## src/rtl/intr_pkg.sv

```systemverilog
// Shared types and helpers for the priority interrupt controller family.
// Bit layout of every per-source vector is level-major: bit = lvl*num_ch + ch.
package intr_pkg;

  typedef enum logic [1:0] {IDLE, REQ, SERV} intr_state_e;

  localparam int DEF_NUM_CH  = 9;
  localparam int DEF_NUM_LVL = 3;

  function automatic int lvl_ch_to_bit(input int lvl, input int ch, input int num_ch);
    return lvl * num_ch + ch;
  endfunction

endpackage

```

## src/rtl/prio_find_first.sv

```systemverilog
// Combinational find-first over a level-major eligible vector.
// Lowest level wins, then lowest channel within that level.
module prio_find_first
  import intr_pkg::*;
#(
  parameter int NUM_CH  = DEF_NUM_CH,
  parameter int NUM_LVL = DEF_NUM_LVL,
  localparam int CH_W   = $clog2(NUM_CH),
  localparam int LVL_W  = $clog2(NUM_LVL)
) (
  input  logic [NUM_LVL*NUM_CH-1:0] elig,
  output logic                      any,
  output logic [LVL_W-1:0]          lvl,
  output logic [CH_W-1:0]           ch
);

  // Scan from the top down so the last hit written is the highest-priority one.
  always_comb begin
    any = 1'b0;
    lvl = '0;
    ch  = '0;
    for (int l = NUM_LVL - 1; l >= 0; l--) begin
      for (int c = NUM_CH - 1; c >= 0; c--) begin
        if (elig[lvl_ch_to_bit(l, c, NUM_CH)]) begin
          any = 1'b1;
          lvl = LVL_W'(l);
          ch  = CH_W'(c);
        end
      end
    end
  end

endmodule

```

## src/rtl/prio_intr_ctrl.sv

```systemverilog
// Clocked priority interrupt controller: edge-latched pending bits, enable mask,
// find-first arbitration and a valid/ack + end-of-interrupt handshake to the CPU.
module prio_intr_ctrl
  import intr_pkg::*;
#(
  parameter int NUM_CH  = DEF_NUM_CH,
  parameter int NUM_LVL = DEF_NUM_LVL,
  localparam int CH_W   = $clog2(NUM_CH),
  localparam int LVL_W  = $clog2(NUM_LVL),
  localparam int NB     = NUM_LVL * NUM_CH
) (
  input  logic             clk,
  input  logic             rst_n,
  input  logic [NB-1:0]    irq_i,
  input  logic [NUM_CH-1:0] en_i,
  output logic             irq_valid_o,
  output logic [LVL_W-1:0] irq_lvl_o,
  output logic [CH_W-1:0]  irq_ch_o,
  input  logic             irq_ack_i,
  input  logic             eoi_i,
  output logic             busy_o,
  output logic [NB-1:0]    pend_o
);

  intr_state_e      state_reg, state_next;
  logic [NB-1:0]    irq_prev_reg;
  logic [NB-1:0]    pend_reg;
  logic [NB-1:0]    rise;
  logic [NB-1:0]    clr;
  logic [NB-1:0]    elig;
  logic             win_any;
  logic [LVL_W-1:0] win_lvl;
  logic [CH_W-1:0]  win_ch;
  logic             ack_take;

  assign rise     = irq_i & ~irq_prev_reg;
  assign elig     = pend_reg & {NUM_LVL{en_i}};
  assign ack_take = (state_reg == REQ) && irq_ack_i;

  // Clear targets the committed grant, not the live winner.
  genvar gi;
  generate
    for (gi = 0; gi < NB; gi++) begin : gen_clr
      assign clr[gi] = ack_take &&
                       (lvl_ch_to_bit(int'(irq_lvl_o), int'(irq_ch_o), NUM_CH) == gi);
    end
  endgenerate

  prio_find_first #(
    .NUM_CH  (NUM_CH),
    .NUM_LVL (NUM_LVL)
  ) u_find_first (
    .elig (elig),
    .any  (win_any),
    .lvl  (win_lvl),
    .ch   (win_ch)
  );

  // A new edge coinciding with the clear re-arms the source.
  always_ff @(posedge clk or negedge rst_n) begin
    if (!rst_n) begin
      irq_prev_reg <= '0;
      pend_reg     <= '0;
    end else begin
      irq_prev_reg <= irq_i;
      pend_reg     <= (pend_reg & ~clr) | rise;
    end
  end

  always_ff @(posedge clk or negedge rst_n) begin
    if (!rst_n) state_reg <= IDLE;
    else        state_reg <= state_next;
  end

  always_comb begin
    state_next = state_reg;
    unique case (state_reg)
      IDLE:    if (win_any)   state_next = REQ;
      REQ:     if (irq_ack_i) state_next = SERV;
      SERV:    if (eoi_i)     state_next = IDLE;
      default:                state_next = IDLE;
    endcase
  end

  always_ff @(posedge clk or negedge rst_n) begin
    if (!rst_n) begin
      irq_valid_o <= 1'b0;
      irq_lvl_o   <= '0;
      irq_ch_o    <= '0;
    end else if ((state_reg == IDLE) && win_any) begin
      irq_valid_o <= 1'b1;
      irq_lvl_o   <= win_lvl;
      irq_ch_o    <= win_ch;
    end else if (ack_take) begin
      irq_valid_o <= 1'b0;
    end
  end

  assign busy_o = (state_reg != IDLE);
  assign pend_o = pend_reg;

endmodule
```

## config.mk

```make
export PLATFORM = sky130hd
export DESIGN_NAME = prio_intr_ctrl
export DESIGN_NICKNAME = d
export VERILOG_FILES = /design/src/rtl/intr_pkg.sv /design/src/rtl/prio_find_first.sv /design/src/rtl/prio_intr_ctrl.sv
export SDC_FILE = /design/constraint.sdc
export NUM_CORES = 1
export LEC_CHECK = 0
export BUFFER_PORTS_ARGS = -buffer_cell sky130_fd_sc_hd__buf_2
export CELL_PAD_IN_SITES_DETAIL_PLACEMENT = 0
export CELL_PAD_IN_SITES_GLOBAL_PLACEMENT = 1
export CORE_UTILIZATION = 39
export CTS_CLUSTER_SIZE = 14
export DETAILED_ROUTE_END_ITERATION = 8
export PLACE_DENSITY = 0.79
export RECOVER_POWER = 50
export SLEW_MARGIN = 40
export SYNTH_ARGS = -nofsm -noshare
export SYNTH_HDL_FRONTEND = slang
export SYNTH_SLANG_ARGS = --single-unit
```

## constraint.sdc

```tcl
create_clock -name clk -period 2.99 [get_ports clk]
set_input_delay 0.299 -clock clk [delete_from_list [all_inputs] [get_ports clk]]
set_output_delay 0.299 -clock clk [all_outputs]
set_load 0.01 [all_outputs]
```

## Word-level counts from Yosys, hierarchy flattened

Cells that the tools add are included.

- $add $sub $neg: 1
- Multiply operators: 1
- Divide/modulo/power cells: 0
- $lt $le $gt $ge: 0
- Equal/unequal tests: 31
- Shifts and indexed selects: 0
- Muxes and demuxes: 87
- Bitwise operators: 6
- Reductions and logical operators: 34

Operator list:

| cell | number |
|---|---|
| 32-bit by 6-bit == test with 1-bit output (second input constant) | 10 |
| 32-bit by 5-bit == test with 1-bit output (second input constant) | 8 |
| 32-bit by 4-bit == test with 1-bit output (second input constant) | 4 |
| 4-bit 2-to-1 mux | 27 |
| 27-bit AND | 3 |
| 32-bit by 3-bit == test with 1-bit output (second input constant) | 2 |
| 2-bit 2-to-1 mux | 30 |
| 27-bit NOT | 2 |
| 32-bit by 2-bit == test with 1-bit output (second input constant) | 1 |
| 32-bit logical NOT | 1 |
| 1-bit logical AND | 29 |
| 1-bit 2-to-1 mux | 29 |
| 27-bit bitwise OR | 1 |
| 6-bit by 4-bit adder with 7-bit output | 1 |
| 7-bit by 5-bit == test with 1-bit output (second input constant) | 1 |
| 2-bit by 4-bit multiplier with 6-bit output (second input constant) | 1 |
| 2-bit != test (second input constant) | 3 |
| 2-bit case mux with 3 select lines | 1 |
| 2-bit nonzero test | 2 |
| 3-bit AND reduction | 1 |
| 2-bit by 1-bit == test with 1-bit output (second input constant) | 1 |
| 2-bit == test (second input constant) | 1 |
| 2-bit logical NOT | 1 |

- Register bits: 63
- Latch bits: 0
- Memory bits (writable): 0
- Memory bits (read-only): 0
- Input bits: 40
- Output and inout bits: 35
- Logic and storage cells: 166
- Memories: 0

## Longest topological paths before layout

Gate-level depths: netlist of the first run.

- Depth in word-level cells: 30
- Gate-level depth with buffers: 8
- Gate-level depth less buffers: 8

## Hierarchy

A second synthesis of the first run with hierarchy kept.

- Cell total of the unflattened synthesis: 303
- Area total of the unflattened synthesis: 3,032.9 µm²

Modules (own cells, without submodules):

| module | instances | cells each | area each (µm²) |
|---|---|---|---|
| prio_intr_ctrl | 1 | 240 | 2,681.3 |
| prio_find_first | 1 | 63 | 351.6 |

## Worst setup path before layout of the first run

Ideal clock, no wire load.

- Kind: register to register
- From: register irq_lvl_o[1]
- To: register pend_reg[4], in the netlist pend_o[4]
- Setup time: 0.129 ns
- Arrival time: 2.208 ns
- Required time: 2.861 ns
- Slack: 0.653 ns
- Cell stages (with the launch flop): 9
- Clock period less this slack: 2.337 ns
- Cell sequence: dfrtp_1 > ha_1 > ha_1 > fa_1 > a31o_2 > and3b_1 > nand3_1 > o21ai_0 > o21ai_0

- Word-level cells in the longest chain between the ends: 7

Ends and longest elaborated chain:

| what | RTL line | source |
|---|---|---|
| from (decl) | prio_intr_ctrl.sv:17 | `output logic [LVL_W-1:0] irq_lvl_o,` |
| from (signal assigned) | prio_intr_ctrl.sv:92 | `irq_lvl_o <= win_lvl;` |
| 2-bit by 4-bit multiplier with 6-bit output | intr_pkg.sv:11 | `return lvl * num_ch + ch;` |
| 6-bit by 4-bit adder with 7-bit output | intr_pkg.sv:11 |  |
| 32-bit by 4-bit == test with 1-bit output | prio_intr_ctrl.sv:45 | `(lvl_ch_to_bit(int'(irq_lvl_o), int'(irq_ch_o), NUM_CH) == gi);` |
| 1-bit logical AND | prio_intr_ctrl.sv:44 | `assign clr[gi] = ack_take &&` |
| 27-bit NOT | prio_intr_ctrl.sv:66 | `pend_reg <= (pend_reg & ~clr) \| rise;` |
| 27-bit AND | prio_intr_ctrl.sv:66 |  |
| 27-bit bitwise OR | prio_intr_ctrl.sv:66 |  |
| to (signal assigned) | prio_intr_ctrl.sv:66 |  |
| to (decl) | prio_intr_ctrl.sv:27 | `logic [NB-1:0] pend_reg;` |

Every way passes these cells.
A chain may end at the register's enable or synchronous reset.

## Worst setup path in the final report of the first run

- From: register irq_lvl_o[1]
- To: register pend_reg[12], in the netlist pend_o[12]

- Word-level cells in the longest chain between the ends: 7

Ends and longest elaborated chain:

| what | RTL line |
|---|---|
| 2-bit by 4-bit multiplier with 6-bit output | intr_pkg.sv:11 |
| 6-bit by 4-bit adder with 7-bit output | intr_pkg.sv:11 |
| 32-bit by 5-bit == test with 1-bit output | prio_intr_ctrl.sv:45 |
| 1-bit logical AND | prio_intr_ctrl.sv:44 |
| 27-bit NOT | prio_intr_ctrl.sv:66 |
| 27-bit AND | prio_intr_ctrl.sv:66 |
| 27-bit bitwise OR | prio_intr_ctrl.sv:66 |

Every way passes these cells.

==> impl_summary.txt, run 1 <==
----------------------------------------------------
[Yosys]
  Post-synth net total ... 323
  Most instantiated library cell after synthesis ... dfrtp_1
  Synth Flop Type ... dfrtp_1
  Number of library cell types mapped by synthesis ... 37
  Async set-or-reset flop fraction in the synthesized netlist ... 1.000
  Average instance area after synthesis ... 9.969 sq um
  Leading cell types by total area after synthesis ... dfrtp_1 (57%), o21ai_0 (11%), nand2_1 (5.5%)
  Sequential area share after synthesis ... 0.5730
  Post-synth top area cell ... dfrtp_1
  Fraction of synthesized cell area taken by the top area cell type ... 0.5730
  Post-synthesis instance area ... 2751 sq um
  Register bit total from synthesis ... 63
  Count of warnings emitted by yosys ... 0
  EDFF count, synth ... 0
  Most common library cells after synthesis ... dfrtp_1 (63), o21ai_0 (61), nand2_1 (40), inv_1 (30)
  Gate count after technology mapping ... 276

[Layout]
  Nets ... 408
  Area taken by flip-flops and latches ... 1577 sq um
  Post-route non-filler standard cell count ... 462
  Area occupied by multi-input gates ... 1051 sq um
  Fraction of final layout cells with drive strength greater than 1 ... 0.2350
  Area growth from synthesis to layout ... 25.38%
  Filler Cell Count ... 670
  N_diodes ... 0

[Placement]
  Count of buffers from port buffering ... 74
  Placed Instances ... 446
  GPL Wtd Cong ... 0.9140
  Final HPWL from detailed placement ... 5358 um

[Clock network]
  Clock insertion delay at the later pin of the skew report ... 0.34 ns
  Worst-case clock buffer depth ... 2
  Number of buffers inserted during clock tree synthesis ... 9
  Cells resized by post-CTS repair ... 0
  Buffer cell driving the clock tree root ... clkbuf_8
  Clock sink count ... 63
  Number of levels the H-tree was split into ... 3
  Number of hold-repair buffers added at the cts stage ... 0
  CTS tree ... built
  CTS clock-pin slew for the worst setup and hold paths ... 0.07 ns
  Setup Buffers After CTS ... 0

[GRT]
  Vias in the first global route ... 2245
  GRT overflow ... 0
  Antenna violations before repair ... 0
  Overall Global Routing Usage ... 0.2089
  Maximum number of pins on one net before global-route repair ... 64
  Global-route wire length before repair ... 11430 um

[Die]
  Die width ... 86.00 um
  Core box area ... 6794 sq um
  Number of top-level pins ... 75
  Initial standard-cell utilization of the core ... 0.4050
  Standard-cell rows ... 30
  Y dimension of the die ... 86.00 um
  DIE AREA ... 7395 sq um

[STA]
  Period minus WS final ... 2.600 ns
  Setup TNS after final layout ... 0 ns
  Total count of hold-check failures in the final report ... 0
  Worst Tran Pin Value ... 1.513 ns
  F_max ... 0.3846 GHz
  Worst-case headroom to the max-slew limit ... -0.008843
  Max Slew Vio Count ... 64
  Setup violation total in the final timing report ... 0
  Post-route fraction of the period consumed by the critical path ... 0.8697
  Worst clock skew ... 0.009129 ns
  Setup repair after global routing missed its margin ... no

[Drt]
  Post-route ant nets ... 0
  Count of routing violations after the opening detailed-route iteration ... 153
  Overall via count from detail_route ... 2375
  Iteration count of the initial detailed-routing pass ... 6
  DRC violation count after routing ... 0
  DR vias/cell ... 5.141
  Routed wire length ... 7174 um
  Per-cell routed wire length ... 15.53 um

[Critical path]
  Critical path endpoint category ... register
  Crit Path Max Fanout ... 4
  Buffer and inverter count on the worst path ... 0
  Cell breakdown of the critical path ... ha_1 -> ha_1 -> fa_1 -> a31o_2 -> and3b_1 -> nand3_1 -> o21ai_0 -> o21ai_0
  Count of cells along the worst register-to-register path ... 8
  Type of the setup path with the least slack ... reg -> reg
  Number of gates on the worst path with buffers counted ... 8
  Standard cell with the maximum stage delay on the critical path ... fa_1
  Family with the most delay on the worst path ... adder cells
  Stage delay of the slowest cell on the critical path ... 0.46 ns
  Worst path required time ... 3.21 ns
  Crit start category ... register
  CP arrival ... 2.82 ns

[Power and ir drop]
  Worst IR drop on VDD ... 0.3323 mV
  Sequential power share ... 0.421
  Reported leakage power ... 0.001578 uW
  Cell internal power dissipation ... 1711 uW
  Ratio of total power to cell area ... 748.8 nW/um^2
  Switch Pwr ... 871.9 uW
  Combinational fraction of design power ... 0.263
  Clk pwr share ... 0.316
  Switching power share of the total ... 0.3375

[Run status]
  Violations in the final reports ... capacitance limit, slew limit
  Run status ... finished with violations

[Job]
  Count of maximum capacitance violations ... 1

[Min path]
  Class of the tightest hold or removal check ... in -> reg
  Hold Path Stages ... 1

----------------------------------------------------
[power groups by stage]
stage          clock, uW  sequential, uW  combinational, uW
2_1_floorplan          0            1110                377
3_3_place_gp           0            1100                670
3_5_place_dp           0            1100                679
4_1_cts              830            1090                685
5_1_grt              868            1110                753
6_report             816            1090                679
[cell families after synthesis]
logic type      share of synthesized area
xor+xnor                         0.006368
fa+ha+maj                         0.03456
compound gates                     0.2192
buf+inv                           0.04502
flops                              0.5730
simple gates                       0.1219
[stage by stage]
step           worst slack (ns)  instance area, sq um  total power, uW  hold slack, ns    util
6_report                 0.3896                  3450             2583         0.07431  0.5077
5_1_grt                  0.2655                  3450             2728         0.05514  0.5077
4_1_cts                  0.3921                  3466             2605         0.06429  0.5101
3_5_place_dp             0.4043                  3238             1784          0.4089  0.4766
3_3_place_gp             0.4608                  3238             1770          0.4024  0.4766
2_1_floorplan            0.6527                  2751             1486        0.003409       -
[placed cells by master, fill, tap and decap left out, types with 3 or more instances in the layout]
master,n
a21oi_1,6
o21ai_0,61
a22oi_1,8
a22o_1,3
buf_2,63
nand3_1,8
or3_1,3
clkbuf_1,10
inv_1,30
nor2_1,8
clkbuf_8,14
a31oi_1,6
dfrtp_1,63
nand4_1,3
ha_1,6
and2_1,3
nand2_1,40
[per-layer routing]
metal | global-route usage | vias to the layer above | wire [um]
li1 | - | 1147 | -
met1 | 0.2959 | 1128 | 3336
met2 | 0.3023 | 86 | 3219
met3 | 0.05486 | 14 | 483
met4 | 0.08939 | 0 | 134
met5 | 0 | - | 0
[area by class of cell]
type,instances,share of cell area
clock buffers,14,0.05586
well taps,96,0.03482
flip-flops and latches,63,0.4570
repair buffers,75,0.1048
inverters,30,0.03264
clock inverters,2,0.01016
multi-input cells,182,0.3047
[worst paths after layout]
kind                                 start               end  slack (ns)
setup / recovery              irq_lvl_o[1]        pend_o[12]        0.39
min in group asynchronous            rst_n  irq_prev_reg[22]        0.41
hold / removal                   irq_i[17]  irq_prev_reg[17]        0.07
setup reg to reg              irq_lvl_o[1]        pend_o[12]        0.39
hold reg to reg            irq_prev_reg[9]         pend_o[9]        0.41
max in group asynchronous            rst_n       irq_ch_o[0]        1.67
No activity file was read; power rests on OpenSTA's default activity.
==> inputs of run 2 (changes only) <==
- HOLD_SLACK_MARGIN: unset -> 0.02
- PLACE_DENSITY: 0.79 -> unset
- PLACE_DENSITY_LB_ADDON: unset -> 0.05
==> run 2 against run 1 <==
  * The flow now finishes without violations
  * Utilization shrank 0.90 points
  * First-iteration DRC count grew 6.5%
  * Critical endpoint is now pend_o[13]
  * Wire length grew 0.75%
  * Sequential share of layout area grew 0.83 points
  * Highest routed layer unchanged
  * Design area shrank 1.8%
  * Sequential power is essentially flat
  * Cell count grew 0.22%
  * Non-clock buffer count grew 2
  * Die area is the same
  * Maximum frequency shrank 0.67%
  * Global-route usage grew 1.3 points
  * Flip-flop and latch count is the same
==> impl_summary.txt, run 2 (synthesized netlist as in run 1, its figures left out) <==
----------------------------------------------------
[Power and ir drop]
  Cell internal power dissipation ... 1522 uW (-11%)
  Switch Pwr ... 872.8 uW (about the same)
  Clk pwr share ... 0.270 (-0.046)
  Switching power share of the total ... 0.3645 (+0.02697)
  Sequential power share ... 0.452 (+0.031)
  Combinational fraction of design power ... 0.278 (+0.015)
  Ratio of total power to cell area ... 706.6 nW/um^2 (-5.6%)
  Worst IR drop on VDD ... 0.2983 mV (-10%)
  Reported leakage power ... 0.001515 uW (-4.0%)

[Drt]
  Per-cell routed wire length ... 15.61 um (+0.54%)
  Overall via count from detail_route ... 2323 (-2.2%)
  Post-route ant nets ... 0 (unchanged)
  DR vias/cell ... 5.017 (-2.4%)
  DRC violation count after routing ... 0 (unchanged)
  Routed wire length ... 7228 um (+0.75%)
  Iteration count of the initial detailed-routing pass ... 4 (-2)
  Count of routing violations after the opening detailed-route iteration ... 163 (+6.5%)

[Min path]
  Hold Path Stages ... 1 (unchanged)
  Class of the tightest hold or removal check ... in -> reg

[Critical path]
  Type of the setup path with the least slack ... reg -> reg
  Critical path endpoint category ... register
  Crit start category ... register
  CP arrival ... 2.84 ns (+0.02 ns)
  Family with the most delay on the worst path ... adder cells
  Standard cell with the maximum stage delay on the critical path ... fa_1
  Buffer and inverter count on the worst path ... 0 (unchanged)
  Crit Path Max Fanout ... 4 (unchanged)
  Cell breakdown of the critical path ... ha_1 -> ha_1 -> fa_1 -> a31o_2 -> and3b_1 -> nand3_1 -> o21ai_0 -> o21ai_0
  Stage delay of the slowest cell on the critical path ... 0.46 ns (about the same)
  Worst path required time ... 3.21 ns (about the same)
  Number of gates on the worst path with buffers counted ... 8 (unchanged)
  Count of cells along the worst register-to-register path ... 8 (unchanged)

[Layout]
  Area growth from synthesis to layout ... 23.15%
  Post-route non-filler standard cell count ... 463 (+0.22%)
  Most used cells in the layout excluding fill and tap cells ... dfrtp_1 (63), o21ai_0 (61), buf_2 (49)
  Final core occ ... 0.4987 (-0.009024)
  Nets ... 410 (+0.49%)
  N_diodes ... 0 (unchanged)
  Fraction of final layout cells with drive strength greater than 1 ... 0.1907 (-0.04424)
  Commonest non-fill, non-tap cell in the layout ... dfrtp_1
  Filler Cell Count ... 670 (unchanged)

[STA]
  Setup violation total in the final timing report ... 0 (unchanged)
  Worst Tran Pin Value ... 1.156 ns (-0.3569 ns)
  Worst-case headroom to the max-slew limit ... 0.2291 (+0.2379)
  Total count of hold-check failures in the final report ... 0 (unchanged)
  Setup TNS after final layout ... 0 ns (unchanged)
  Max Slew Vio Count ... 0 (-100%)
  Period minus WS final ... 2.618 ns (+0.01767 ns)
  Post-route fraction of the period consumed by the critical path ... 0.8756 (+0.005909)
  Worst clock skew ... 0.009486 ns (+0.0003569 ns)
  Setup repair after global routing missed its margin ... no
  F_max ... 0.3820 GHz (-0.67%)
  Worst path setup slack after routing ... 0.3719 ns (-0.01767 ns)

[Clock network]
  CTS tree ... built
  Clock insertion delay at the later pin of the skew report ... 0.35 ns (about the same)
  Worst-case clock buffer depth ... 2 (unchanged)
  Setup Buffers After CTS ... 0 (unchanged)
  Number of buffers inserted during clock tree synthesis ... 9 (unchanged)
  Number of levels the H-tree was split into ... 3 (unchanged)
  Clock sink count ... 63 (unchanged)
  Buffer cell driving the clock tree root ... clkbuf_8
  CTS clock-pin slew for the worst setup and hold paths ... 0.07 ns (about the same)

[Die]
  Y dimension of the die ... 86.00 um (unchanged)
  Core box area ... 6794 sq um (unchanged)
  Initial standard-cell utilization of the core ... 0.4050 (unchanged)
  Standard-cell rows ... 30 (unchanged)
  Number of top-level pins ... 75 (unchanged)
  DIE AREA ... 7395 sq um (unchanged)
  Die width ... 86.00 um (unchanged)

[GRT]
  Maximum number of pins on one net before global-route repair ... 23 (-64%)
  Antenna violations before repair ... 0 (unchanged)
  Global-route wire length before repair ... 12060 um (+5.5%)
  Overall Global Routing Usage ... 0.2218 (+0.01291)
  Vias in the first global route ... 2298 (+2.4%)
  GRT overflow ... 0 (unchanged)

[Run status]
  Run status ... completed

[Job]
  Count of maximum capacitance violations ... 0 (-1)

[Placement]
  Count of buffers from port buffering ... 74 (unchanged)
  Final HPWL from detailed placement ... 5586 um (+4.2%)
  Worst Setup Slack post-DPL ... 0.3794 ns (-0.02492 ns)
  GPL Wtd Cong ... 0.8990 (-1.6%)
  Placed Instances ... 447 (+0.22%)

----------------------------------------------------
-- run 2: final timing paths --
kind                             startpoint              end  slack, ns
max reg2reg                    irq_lvl_o[1]       pend_o[13]       0.37
min in group asynchronous             rst_n  irq_prev_reg[6]       0.69
max                            irq_lvl_o[1]       pend_o[13]       0.37
min                                irq_i[2]  irq_prev_reg[2]       0.07
max in group asynchronous             rst_n       pend_o[10]       0.69
min reg2reg                irq_prev_reg[20]       pend_o[20]       0.41
-- run 2: what timing repair did --
action / in CTS / in global routing
gates resized for setup: 0 / 0
endpoints found under the setup margin: 0 / 0
hold buffers: 1 / 0
endpoints found under the hold margin: 20 / 0
-- run 2: area by class of cell --
type,instances,area (sq um),share of cell area
tap,96,120.1,0.03545
inverter,30,112.6,0.03323
multi-input combinational,182,1051,0.3102
clock buffer,10,137.6,0.04062
sequential,63,1577,0.4653
clock inverter,5,33.78,0.009970
timing repair buffer,77,356.6,0.1052
-- run 2: power groups by stage --
stage	registers, uW	clock network, uW	logic (uW)
floorplan	1110	0	377
global placement	1090	0	686
detailed placement	1100	0	687
CTS	1080	676	689
global route	1100	709	754
finish	1080	646	666
-- run 2: per-layer routing --
| layer | GRT usage | share of wire | wire length [um] |
|---|---|---|---|
| met5 | 0 | 0 | 0 |
| met4 | 0.06818 | 0.0086 | 62 |
| met3 | 0.07315 | 0.063 | 457 |
| met2 | 0.3470 | 0.47 | 3430 |
| met1 | 0.2924 | 0.45 | 3279 |
-- run 2: metrics by stage --
step                      total power, uW  cell area [sq um]  hold WS (ns)
after floorplan                      1486               2751      0.003409
after global placement               1780               3246        0.2891
after detailed placement             1788               3246        0.2842
after CTS                            2450               3427       0.04543
after global routing                 2568               3388       0.04028
final                                2394               3388       0.06562
-- run 2: worst register-to-register path: stages, from the launching register on --
cell	delay [ns]
dfrtp_1	0.42
ha_1	0.31
ha_1	0.21
fa_1	0.46
a31o_2	0.27
and3b_1	0.28
nand3_1	0.22
o21ai_0	0.22
o21ai_0	0.11
==> inputs of run 3 (changes only) <==
- CORE_UTILIZATION: 39 -> 35
- clock period: 2.99 -> 2.14 ns (I/O delays scaled with it)
==> run 3 against run 2 <==
  * The run now ends with setup timing left
  * Critical path depth up 1
  * Non-clock buffer count up 47
  * Cell count increased by 11%
  * First-iteration DRC count shrank 21%
  * Worst setup slack got worse by 0.52 ns
  * Utilization grew 3.4 points
  * Worst hold slack improved by 0.042 ns
  * Die area is 11% higher
  * Clock power is 45% higher
  * Critical endpoint is now pend_o[2]
  * Largest cell class unchanged
==> impl_summary.txt, run 3 (synthesized netlist as in run 1, its figures left out) <==
----------------------------------------------------
[STA]
  Max Slew Vio Count ... 0 (unchanged)
  Setup violation total in the final timing report ... 26 (+26)
  Post-route fraction of the period consumed by the critical path ... 1.070 (+0.1947)
  Total count of hold-check failures in the final report ... 0 (unchanged)
  Worst path setup slack after routing ... -0.1505 ns (-0.5224 ns)
  Worst Tran Pin Value ... 1.225 ns (+0.06894 ns)
  Worst clock skew ... 0.01066 ns (+0.001170 ns)
  Worst-case headroom to the max-slew limit ... 0.1831 (-0.04596)
  Setup TNS after final layout ... -2.389 ns (-2.389 ns)
  Setup repair after global routing missed its margin ... yes
  F_max ... 0.4366 GHz (+14%)
  Period minus WS final ... 2.290 ns (-0.3276 ns)

[Run status]
  Violations in the final reports ... setup timing
  Run status ... finished with violations

[Layout]
  Fraction of final layout cells with drive strength greater than 1 ... 0.2361 (+0.04541)
  Area growth from synthesis to layout ... 43.47%
  Post-route non-filler standard cell count ... 514 (+11%)
  N_diodes ... 0 (unchanged)
  Most used cells in the layout excluding fill and tap cells ... dfrtp_1 (63), nand2_1 (38), clkbuf_1 (38)
  Commonest non-fill, non-tap cell in the layout ... dfrtp_1
  Nets ... 457 (+11%)

[Drt]
  Count of routing violations after the opening detailed-route iteration ... 129 (-21%)
  Per-cell routed wire length ... 15.19 um (-2.7%)
  Post-route ant nets ... 0 (unchanged)
  DRC violation count after routing ... 0 (unchanged)
  Routed wire length ... 7806 um (+8.0%)
  Iteration count of the initial detailed-routing pass ... 4 (unchanged)
  Overall via count from detail_route ... 2528 (+8.8%)
  DR vias/cell ... 4.918 (-2.0%)

[Power and ir drop]
  Ratio of total power to cell area ... 968.2 nW/um^2 (+37%)
  Clk pwr share ... 0.245 (-0.025)
  Sequential power share ... 0.395 (-0.057)
  Combinational fraction of design power ... 0.360 (+0.082)
  Reported leakage power ... 0.001731 uW (+14%)
  Power after layout ... 3822 uW (+60%)
  Switching power share of the total ... 0.3701 (+0.005576)
  Worst IR drop on VDD ... 0.4275 mV (+43%)
  Cell internal power dissipation ... 2408 uW (+58%)
  Switch Pwr ... 1415 uW (+62%)

[Die]
  Die width ... 90.66 um (+5.4%)
  Standard-cell rows ... 31 (+3.3%)
  Initial standard-cell utilization of the core ... 0.3714 (-0.03358)
  Number of top-level pins ... 75 (unchanged)
  Y dimension of the die ... 90.66 um (+5.4%)
  DIE AREA ... 8219 sq um (+11%)
  Core box area ... 7408 sq um (+9.0%)

[Min path]
  Class of the tightest hold or removal check ... in -> reg

[GRT]
  Antenna violations before repair ... 0 (unchanged)
  Maximum number of pins on one net before global-route repair ... 23 (unchanged)
  Overall Global Routing Usage ... 0.2027 (-0.01913)
  Global-route wire length before repair ... 12750 um (+5.7%)
  GRT overflow ... 0 (unchanged)
  Vias in the first global route ... 2489 (+8.3%)

[Placement]
  GPL Wtd Cong ... 0.8382 (-6.8%)
  Final HPWL from detailed placement ... 5963 um (+6.8%)
  Placed Instances ... 468 (+4.7%)
  Worst Setup Slack post-DPL ... -0.2438 ns (-0.6232 ns)
  Count of buffers from port buffering ... 74 (unchanged)

[Critical path]
  CP arrival ... 2.51 ns (-0.33 ns)
  Crit start category ... register
  Type of the setup path with the least slack ... reg -> reg
  Critical path endpoint category ... register
  Worst path required time ... 2.36 ns (-0.85 ns)
  Crit Path Max Fanout ... 4 (unchanged)

[Clock network]
  Worst-case clock buffer depth ... 2 (unchanged)
  Number of buffers inserted during clock tree synthesis ... 9 (unchanged)
  CTS tree ... built
  Clock sink count ... 63 (unchanged)
  Number of levels the H-tree was split into ... 3 (unchanged)
  Buffer cell driving the clock tree root ... clkbuf_8
  CTS clock-pin slew for the worst setup and hold paths ... 0.07 ns (about the same)
  Clock insertion delay at the later pin of the skew report ... 0.34 ns (about the same)

[Job]
  Count of maximum capacitance violations ... 0 (unchanged)

----------------------------------------------------
-- run 3: cell types whose count changed in the layout (fill, tap and decap cells not counted), sizes merged --
cell	previous run	this run
clkinv	2	4
clkinvlp	2	1
clkbuf	37	48
buf	49	58
dlygate4sd3	1	28
-- run 3: metrics by stage --
step	hold WS, ns	cell area [sq um]	util
5_1_grt	0.1123	3948	0.5328
2_1_floorplan	-0.08159	2768	-
6_report	0.1073	3948	0.5328
4_1_cts	0.09757	3902	0.5268
3_5_place_dp	0.2187	3401	0.4590
3_3_place_gp	0.2112	3401	0.4590
-- run 3: path summary, 6_finish.rpt --
check	startpoint	to	slack, ns	cells past startpoint
worst max register to register	irq_lvl_o[1]	pend_o[2]	-0.15	9
worst min register to register	irq_prev_reg[5]	pend_o[5]	0.40	1
worst max-delay path	irq_lvl_o[1]	pend_o[2]	-0.15	9
worst min-delay path	eoi_i	state_reg[1]	0.11	4
max in group asynchronous	rst_n	pend_o[20]	0.56	3
min in group asynchronous	rst_n	state_reg[1]	0.65	2
-- run 3: timing repair --
item,CTS,global route
hold buffers,28,0
endpoints found under the hold margin,47,0
gates resized for setup,20,24
pin swaps,2,7
buffers inserted,1,1
setup endpoints to repair,27,28
-- run 3: cell type report --
cell class                 count  area (sq um)
fill                         723          3461
sequential                    63          1577
multi-input combinational    182          1179
timing repair buffer         124         774.5
clock buffer                  10         137.6
tap                           99         123.9
inverter                      30         112.6
clock inverter                 6         43.79
-- run 3: critical path, stage by stage (launching register included) --
cell and delay, ns:
dfrtp_1 0.42, ha_4 0.26, ha_4 0.16, fa_2 0.38, a31o_4 0.24, and3b_2 0.33
buf_6 0.13, nand2_4 0.06, o21ai_1 0.11, o21ai_1 0.08
-- run 3: power groups by stage --
stage          combinational [uW]  sequential (uW)  clock, uW
2_1_floorplan                 556             1550          0
3_3_place_gp                 1160             1510          0
3_5_place_dp                 1180             1510          0
4_1_cts                      1280             1490        976
5_1_grt                      1510             1530       1010
6_report                     1380             1510        935
-- run 3: routing by layer --
layer  part of all wire  vias up  GRT usage
met4              0.016        0    0.06452
met5                  0        -          0
li1                   -     1244          -
met1               0.45     1206     0.2753
met2               0.48       69     0.3182
met3              0.053        9    0.04882
